File: src/rtl/iter_alu_if.sv
// Handshake bundle for iter_alu: operand side (in_*) and result side (out_*, flags).
// master = producer/consumer around the ALU, slave = the ALU itself.
interface iter_alu_if #(
  parameter int unsigned WIDTH = 8
);
  localparam int unsigned SHW = $clog2(WIDTH);

  logic             in_valid;
  logic             in_ready;
  logic [2:0]       op;
  logic [WIDTH-1:0] in_a;
  logic [WIDTH-1:0] in_b;
  logic [SHW-1:0]   shamt;
  logic             out_valid;
  logic             out_ready;
  logic [WIDTH-1:0] result;
  logic             zero;
  logic             carry;
  logic             ovf;

  modport master (
    output in_valid, op, in_a, in_b, shamt, out_ready,
    input  in_ready, out_valid, result, zero, carry, ovf
  );

  modport slave (
    input  in_valid, op, in_a, in_b, shamt, out_ready,
    output in_ready, out_valid, result, zero, carry, ovf
  );
endinterface

File: src/rtl/iter_alu.sv
// Multi-cycle ALU: add/sub/logic in one cycle, shifts iterate one bit per clock.
// Result and flags are registered and held in DONE until the consumer accepts them.
module iter_alu #(
  parameter int unsigned WIDTH = 8
) (
  input  logic     clk,
  input  logic     reset,
  iter_alu_if.slave bus
);
  localparam int unsigned SHW = $clog2(WIDTH);

  typedef enum logic [1:0] {IDLE, SHIFT, DONE} state_t;
  typedef enum logic [2:0] {
    OP_SRA = 3'b000, OP_SRL = 3'b001, OP_SUB = 3'b010, OP_ADD = 3'b011,
    OP_SLL = 3'b100, OP_AND = 3'b101, OP_OR  = 3'b110, OP_XOR = 3'b111
  } op_t;

  state_t           r_state;
  op_t              r_op;
  logic [WIDTH-1:0] r_acc;
  logic             r_carry;
  logic             r_ovf;
  logic [SHW-1:0]   r_count;

  op_t              w_in_op;
  op_t              w_sop;
  logic             w_is_shift;
  logic [WIDTH-1:0] w_src;
  logic [WIDTH-1:0] w_shifted;
  logic             w_sout;
  logic             w_sub;
  logic [WIDTH-1:0] w_bx;
  logic [WIDTH:0]   w_sum;
  logic [WIDTH-1:0] w_alu;
  logic             w_alu_c;
  logic             w_alu_v;

  always_comb begin
    w_in_op    = op_t'(bus.op);
    w_is_shift = (w_in_op == OP_SRA) || (w_in_op == OP_SRL) || (w_in_op == OP_SLL);

    // One shifter serves both the first step (from in_a) and the iterative steps (from r_acc).
    w_src = (r_state == IDLE) ? bus.in_a : r_acc;
    w_sop = (r_state == IDLE) ? w_in_op : r_op;
    case (w_sop)
      OP_SLL: begin
        w_shifted = {w_src[WIDTH-2:0], 1'b0};
        w_sout    = w_src[WIDTH-1];
      end
      OP_SRA: begin
        w_shifted = {w_src[WIDTH-1], w_src[WIDTH-1:1]};
        w_sout    = w_src[0];
      end
      default: begin
        w_shifted = {1'b0, w_src[WIDTH-1:1]};
        w_sout    = w_src[0];
      end
    endcase

    w_sub = (w_in_op == OP_SUB);
    w_bx  = w_sub ? ~bus.in_b : bus.in_b;
    w_sum = {1'b0, bus.in_a} + {1'b0, w_bx} + {{WIDTH{1'b0}}, w_sub};

    w_alu   = '0;
    w_alu_c = 1'b0;
    w_alu_v = 1'b0;
    case (w_in_op)
      OP_ADD, OP_SUB: begin
        w_alu   = w_sum[WIDTH-1:0];
        w_alu_c = w_sub ? ~w_sum[WIDTH] : w_sum[WIDTH];
        w_alu_v = (bus.in_a[WIDTH-1] == w_bx[WIDTH-1]) &&
                  (w_sum[WIDTH-1] != bus.in_a[WIDTH-1]);
      end
      OP_AND:  w_alu = bus.in_a & bus.in_b;
      OP_OR:   w_alu = bus.in_a | bus.in_b;
      OP_XOR:  w_alu = bus.in_a ^ bus.in_b;
      default: w_alu = '0;
    endcase
  end

  always_ff @(posedge clk or posedge reset) begin
    if (reset) begin
      r_state <= IDLE;
      r_op    <= OP_SRA;
      r_acc   <= '0;
      r_carry <= 1'b0;
      r_ovf   <= 1'b0;
      r_count <= '0;
    end else begin
      case (r_state)
        IDLE: begin
          if (bus.in_valid) begin
            r_op <= w_in_op;
            if (!w_is_shift) begin
              r_acc   <= w_alu;
              r_carry <= w_alu_c;
              r_ovf   <= w_alu_v;
              r_state <= DONE;
            end else if (bus.shamt == '0) begin
              r_acc   <= bus.in_a;
              r_carry <= 1'b0;
              r_ovf   <= 1'b0;
              r_state <= DONE;
            end else begin
              r_acc   <= w_shifted;
              r_carry <= w_sout;
              r_ovf   <= 1'b0;
              r_count <= bus.shamt - SHW'(1);
              r_state <= (bus.shamt == SHW'(1)) ? DONE : SHIFT;
            end
          end
        end
        SHIFT: begin
          r_acc   <= w_shifted;
          r_carry <= w_sout;
          r_count <= r_count - SHW'(1);
          if (r_count == SHW'(1)) r_state <= DONE;
        end
        DONE: begin
          if (bus.out_ready) r_state <= IDLE;
        end
        default: r_state <= IDLE;
      endcase
    end
  end

  assign bus.in_ready  = (r_state == IDLE);
  assign bus.out_valid = (r_state == DONE);
  assign bus.result    = r_acc;
  assign bus.zero      = (r_acc == '0);
  assign bus.carry     = r_carry;
  assign bus.ovf       = r_ovf;
endmodule

File: src/flat_wrapper.sv
// flat-port wrapper written by rule: the top's interface ports become plain ports
module iter_alu_flat 
#(
  parameter int unsigned WIDTH = 8
)
  (clk, reset, bus_in_valid, bus_op, bus_in_a, bus_in_b, bus_shamt, bus_out_ready, bus_in_ready, bus_out_valid, bus_result, bus_zero, bus_carry, bus_ovf);
  iter_alu_if #(.WIDTH(WIDTH)) bus_i ();
  input  logic clk;
  input  logic reset;
  input wire logic [$bits(bus_i.in_valid)-1:0] bus_in_valid;
  input wire logic [$bits(bus_i.op)-1:0] bus_op;
  input wire logic [$bits(bus_i.in_a)-1:0] bus_in_a;
  input wire logic [$bits(bus_i.in_b)-1:0] bus_in_b;
  input wire logic [$bits(bus_i.shamt)-1:0] bus_shamt;
  input wire logic [$bits(bus_i.out_ready)-1:0] bus_out_ready;
  output wire logic [$bits(bus_i.in_ready)-1:0] bus_in_ready;
  output wire logic [$bits(bus_i.out_valid)-1:0] bus_out_valid;
  output wire logic [$bits(bus_i.result)-1:0] bus_result;
  output wire logic [$bits(bus_i.zero)-1:0] bus_zero;
  output wire logic [$bits(bus_i.carry)-1:0] bus_carry;
  output wire logic [$bits(bus_i.ovf)-1:0] bus_ovf;
  assign bus_i.in_valid = bus_in_valid;
  assign bus_i.op = bus_op;
  assign bus_i.in_a = bus_in_a;
  assign bus_i.in_b = bus_in_b;
  assign bus_i.shamt = bus_shamt;
  assign bus_i.out_ready = bus_out_ready;
  assign bus_in_ready = bus_i.in_ready;
  assign bus_out_valid = bus_i.out_valid;
  assign bus_result = bus_i.result;
  assign bus_zero = bus_i.zero;
  assign bus_carry = bus_i.carry;
  assign bus_ovf = bus_i.ovf;
  iter_alu #(.WIDTH(WIDTH)) u_core (.clk(clk), .reset(reset), .bus(bus_i));
endmodule
File: config.mk
export PLATFORM = sky130hd
export DESIGN_NAME = iter_alu_flat
export DESIGN_NICKNAME = d
export VERILOG_FILES = /design/src/rtl/iter_alu_if.sv /design/src/rtl/iter_alu.sv /design/src/flat_wrapper.sv
export SDC_FILE = /design/constraint.sdc
export NUM_CORES = 1
export LEC_CHECK = 0
export CORE_AREA = 4 4 70 72
export CTS_CLUSTER_DIAMETER = 200
export DETAILED_ROUTE_END_ITERATION = 10
export DIE_AREA = 0 0 74 76
export PLACE_DENSITY = 0.8
export SLEW_MARGIN = 20
export SYNTH_ARGS = -nofsm -noshare
export SYNTH_HDL_FRONTEND = slang
export SYNTH_SLANG_ARGS = --single-unit
File: constraint.sdc
create_clock -name clk -period 2.8 [get_ports clk]
set_input_delay 0.84 -clock clk [delete_from_list [all_inputs] [get_ports clk]]
set_output_delay 0.84 -clock clk [all_outputs]
set_load 0.02 [all_outputs]
==> impl_metrics.yaml, run 1 <==
outcome:
  outcome: "completed"
yosys:
  ys.flop_type: "dfrtp_1"
  ys_warn_count: 0
  synth.mux.area_fraction_pct: 9.97
  netlist_area_um2: 2260
  synthArstFlopShare_pct: 100
  synth-xor-area-share_pct: 5.81
  synth_compound_area_share_pct: 21.8
  ys_seq_area_share_pct: 19.9
  avgSynthCellArea_um2: 8.22
  synth_top_family_by_area: "compound AO/OA/AOI/OAI gates"
  synth-seq-cells: 18
  yosys.area_share.adder_pct: 16.9
  synth-simple-area-share_pct: 18.3
  synth.distinct_cells: 56
  synth_edf_count: 0
  syn_nets: 331
  syn_inst: 275
sta:
  finalWorstSetupSlack_ns: 0.0171
  min_period_over_period_pct: 99.4
  fmax_mhz: 359
  finalHoldViolations: 0
  tns_ns: 0
  finalMaxSlewViolations: 0
  setup_viol: 0
  relSlewSlack_pct: 52.4
  worst_pin_slew_ns: 0.713
  worst_hold_slack_ns: 0.487
  post-route-min-period_ns: 2.78
  skew_ns: 0.00491
placement:
  placed_cell_area_um2: 3070
  io_buffers: 38
  dp_hpwl_um: 5560
  post-place-ws_ns: -0.573
  gp_congestion: 1.00
detailed_routing:
  drtPass1Iterations: 5
  viasPerCell: 6.24
  post_drt_wl_per_cell_um: 18.8
  via_count: 2644
  drt_iter0_markers: 384
  ant_nets: 0
  routed_wl_um: 7970
  remaining_drc_errors: 0
floorplan:
  die_y_um: 76
  rows: 24
  fp.dieW_um: 74
  io_pins: 39
  coreArea_um2: 4290
  dieArea_um2: 5620
  initial_core_util_pct: 52.6
setup_path:
  reg2reg_slack_ns: 0.67
  end_kind: "flip-flop"
  rr_worst_depth: 6
  crit_type: "input port to flip-flop"
  cp.arrival_ns: 2.92
  worstReg2RegEnd: "u_core.bus.result[4]"
  path_max_fanout: 5
  r2r_start: "u_core.r_state[0]"
  critPathLaunchType: "input port"
  required_ns: 2.94
flow_run:
  maxCapViolCount: 0
clock_tree:
  cts.sinks: 18
  cts-htree-levels: 1
  insertion_delay_ns: 0.26
  tritoncts: "done"
  cts_buffers: 3
  cts_buffer_depth: 2
  clk_pin_slew_ns: 0.07
  cts-root-buf: "clkbuf_8"
power:
  powerDensity_nw_per_um2: 710
  vdd_ir_drop_max_mv: 0.791
  finalPower_mw: 2.37
  leakagePower_nw: 1.65
final_layout:
  layout-area-overhead-vs-synth_pct: 47.7
  drive_above_1_share_pct: 27.2
  design_area_um2: 3340
  antenna_cells: 0
  nets: 429
  num-fill-cells: 304
worst_hold_path:
  hold_depth: 2
  hold_path_class: "flip-flop to flip-flop"
  hold_end: "u_core.r_op[0]"
  min-delay-start: "u_core.r_op[0]"
global_route:
  antenna_found_initial: 0
  grt.overflow.total: 0
  grt_max_degree: 19
  track_usage_pct: 26.0
  grt_pass1_vias: 2484
  grt_pass1_wl_um: 11600
## cell type report
type | count | area, µm² | share of cell area [%]
sequential | 18 | 450 | 13.5
multi-input combinational | 220 | 1780 | 53.2
inverter | 28 | 108 | 3.22
tap | 52 | 65.1 | 1.95
timing repair buffer | 102 | 882 | 26.4
clock buffer | 4 | 55.1 | 1.65
## placed cells by master (no fill, tap or decap), drive strengths merged, types with 2 or more instances in the layout
| cell | instances |
|---|---|
| mux2i | 10 |
| nor2 | 30 |
| mux4 | 4 |
| clkbuf | 6 |
| xnor2 | 11 |
| a31oi | 3 |
| or4 | 2 |
| nand2 | 25 |
| nand3 | 3 |
| inv | 28 |
| buf | 66 |
| o221ai | 3 |
| or2 | 3 |
| a221oi | 3 |
| o22ai | 3 |
| nor2b | 5 |
| a222oi | 2 |
| o211ai | 5 |
| a21oi | 18 |
| a22oi | 2 |
| dlymetal6s2s | 6 |
| dfrtp | 18 |
| xor2 | 4 |
| a21o | 4 |
| o21bai | 2 |
| nor4 | 2 |
| and2 | 3 |
| clkdlybuf4s50 | 27 |
| ha | 29 |
| a211oi | 3 |
| nand2b | 6 |
| o21ai | 18 |
## routing by layer
metal	global-route usage (%)	up-vias	wire [µm]
met1	36.4	1242	3200
li1	-	1178	-
met5	0	-	0
met3	4.22	35	739
met4	5.62	0	223
met2	41.5	189	3800
## per-stage QoR
stage,util [%],std cells
after floorplan,-,275
after global placement,71.5,408
after detailed placement,71.5,408
after CTS,74.2,415
after global routing,77.7,424
final,77.7,424
## worst max-delay path, stage by stage
cell and delay [ns]:
buf_2 0.14, nand2_4 0.07, nor2_4 0.15, buf_12 0.15, xnor2_2 0.07, ha_1 0.33, nand3_1 0.13, o211ai_1 0.33
a31oi_2 0.14, xor2_1 0.16, a32oi_1 0.29, a21oi_1 0.12
## worst max path at each step
stage	start	end	slack, ns	cells past startpoint
after floorplan	bus_op[0]	u_core.bus.result[7]	-0.05	11
after global placement	bus_op[1]	u_core.bus.carry	-0.52	11
after detailed placement	bus_op[1]	u_core.bus.carry	-0.57	11
after CTS	bus_in_b[1]	u_core.bus.carry	0.0007	10
after global routing	bus_op[1]	u_core.bus.carry	-0.05	13
final	bus_op[1]	u_core.bus.carry	0.02	12
## report_power, final
| part | total [mW] | switching [mW] | leakage [nW] | internal, mW |
|---|---|---|---|---|
| sequential | 0.517 | 0.133 | 0.219 | 0.384 |
| clock | 0.221 | 0.0959 | 0.0288 | 0.125 |
| combinational | 1.63 | 0.834 | 1.40 | 0.798 |
| total | 2.37 | 1.06 | 1.65 | 1.31 |
## registers in the layout (all words and copies together) (netlist names)
name,count
u_core.bus.carry,1
u_core.r_count,3
u_core.bus.result,8
u_core.r_op,3
u_core.r_state,2
u_core.bus.ovf,1
## cells by family after synthesis
logic type      count (synthesis)
compound gates                 74
xor+xnor                       15
fa+ha+maj                      30
flops                          18
buf+inv                        37
simple gates                   86
mux                            15
## cells in the mapped netlist (all sizes together) (2+ instances only)
cell type / instances / share of area [%]
nor2: 30 / 5.3
o221ai: 3 / 1.2
and2: 3 / 0.83
o21bai: 2 / 0.66
nor4: 2 / 0.55
nand2: 25 / 4.2
o22ai: 3 / 0.83
a21o: 4 / 1.3
a222oi: 2 / 0.89
a21oi: 18 / 4.2
nor2b: 5 / 1.4
a221oi: 3 / 1.4
o211ai: 5 / 1.7
o21ai: 18 / 4.0
or4: 2 / 0.66
nand2b: 6 / 1.7
a211oi: 3 / 1.0
xor2: 4 / 1.6
mux2i: 10 / 5.0
nand3: 3 / 0.66
xnor2: 11 / 4.3
mux4: 4 / 4.5
a31oi: 3 / 0.83
or2: 3 / 0.83
ha: 29 / 16
a22oi: 2 / 0.66
clkbuf: 4 / 0.66
dfrtp: 18 / 20
buf: 5 / 1.9
inv: 28 / 4.7
## what timing repair did
item / 4_1_cts / 5_1_grt
buffers inserted: 3 / 10
hold buffers: 0 / 0
setup endpoints to repair: 7 / 7
gates resized for setup: 17 / 28
pin swaps: 12 / 21
(Power assumes the default switching activity.)
==> inputs of run 2 (changes only) <==
- SLEW_MARGIN: 20 -> default
==> results of run 2 <==
No change in the layout: final DEF, timing and power equal those of run 1.
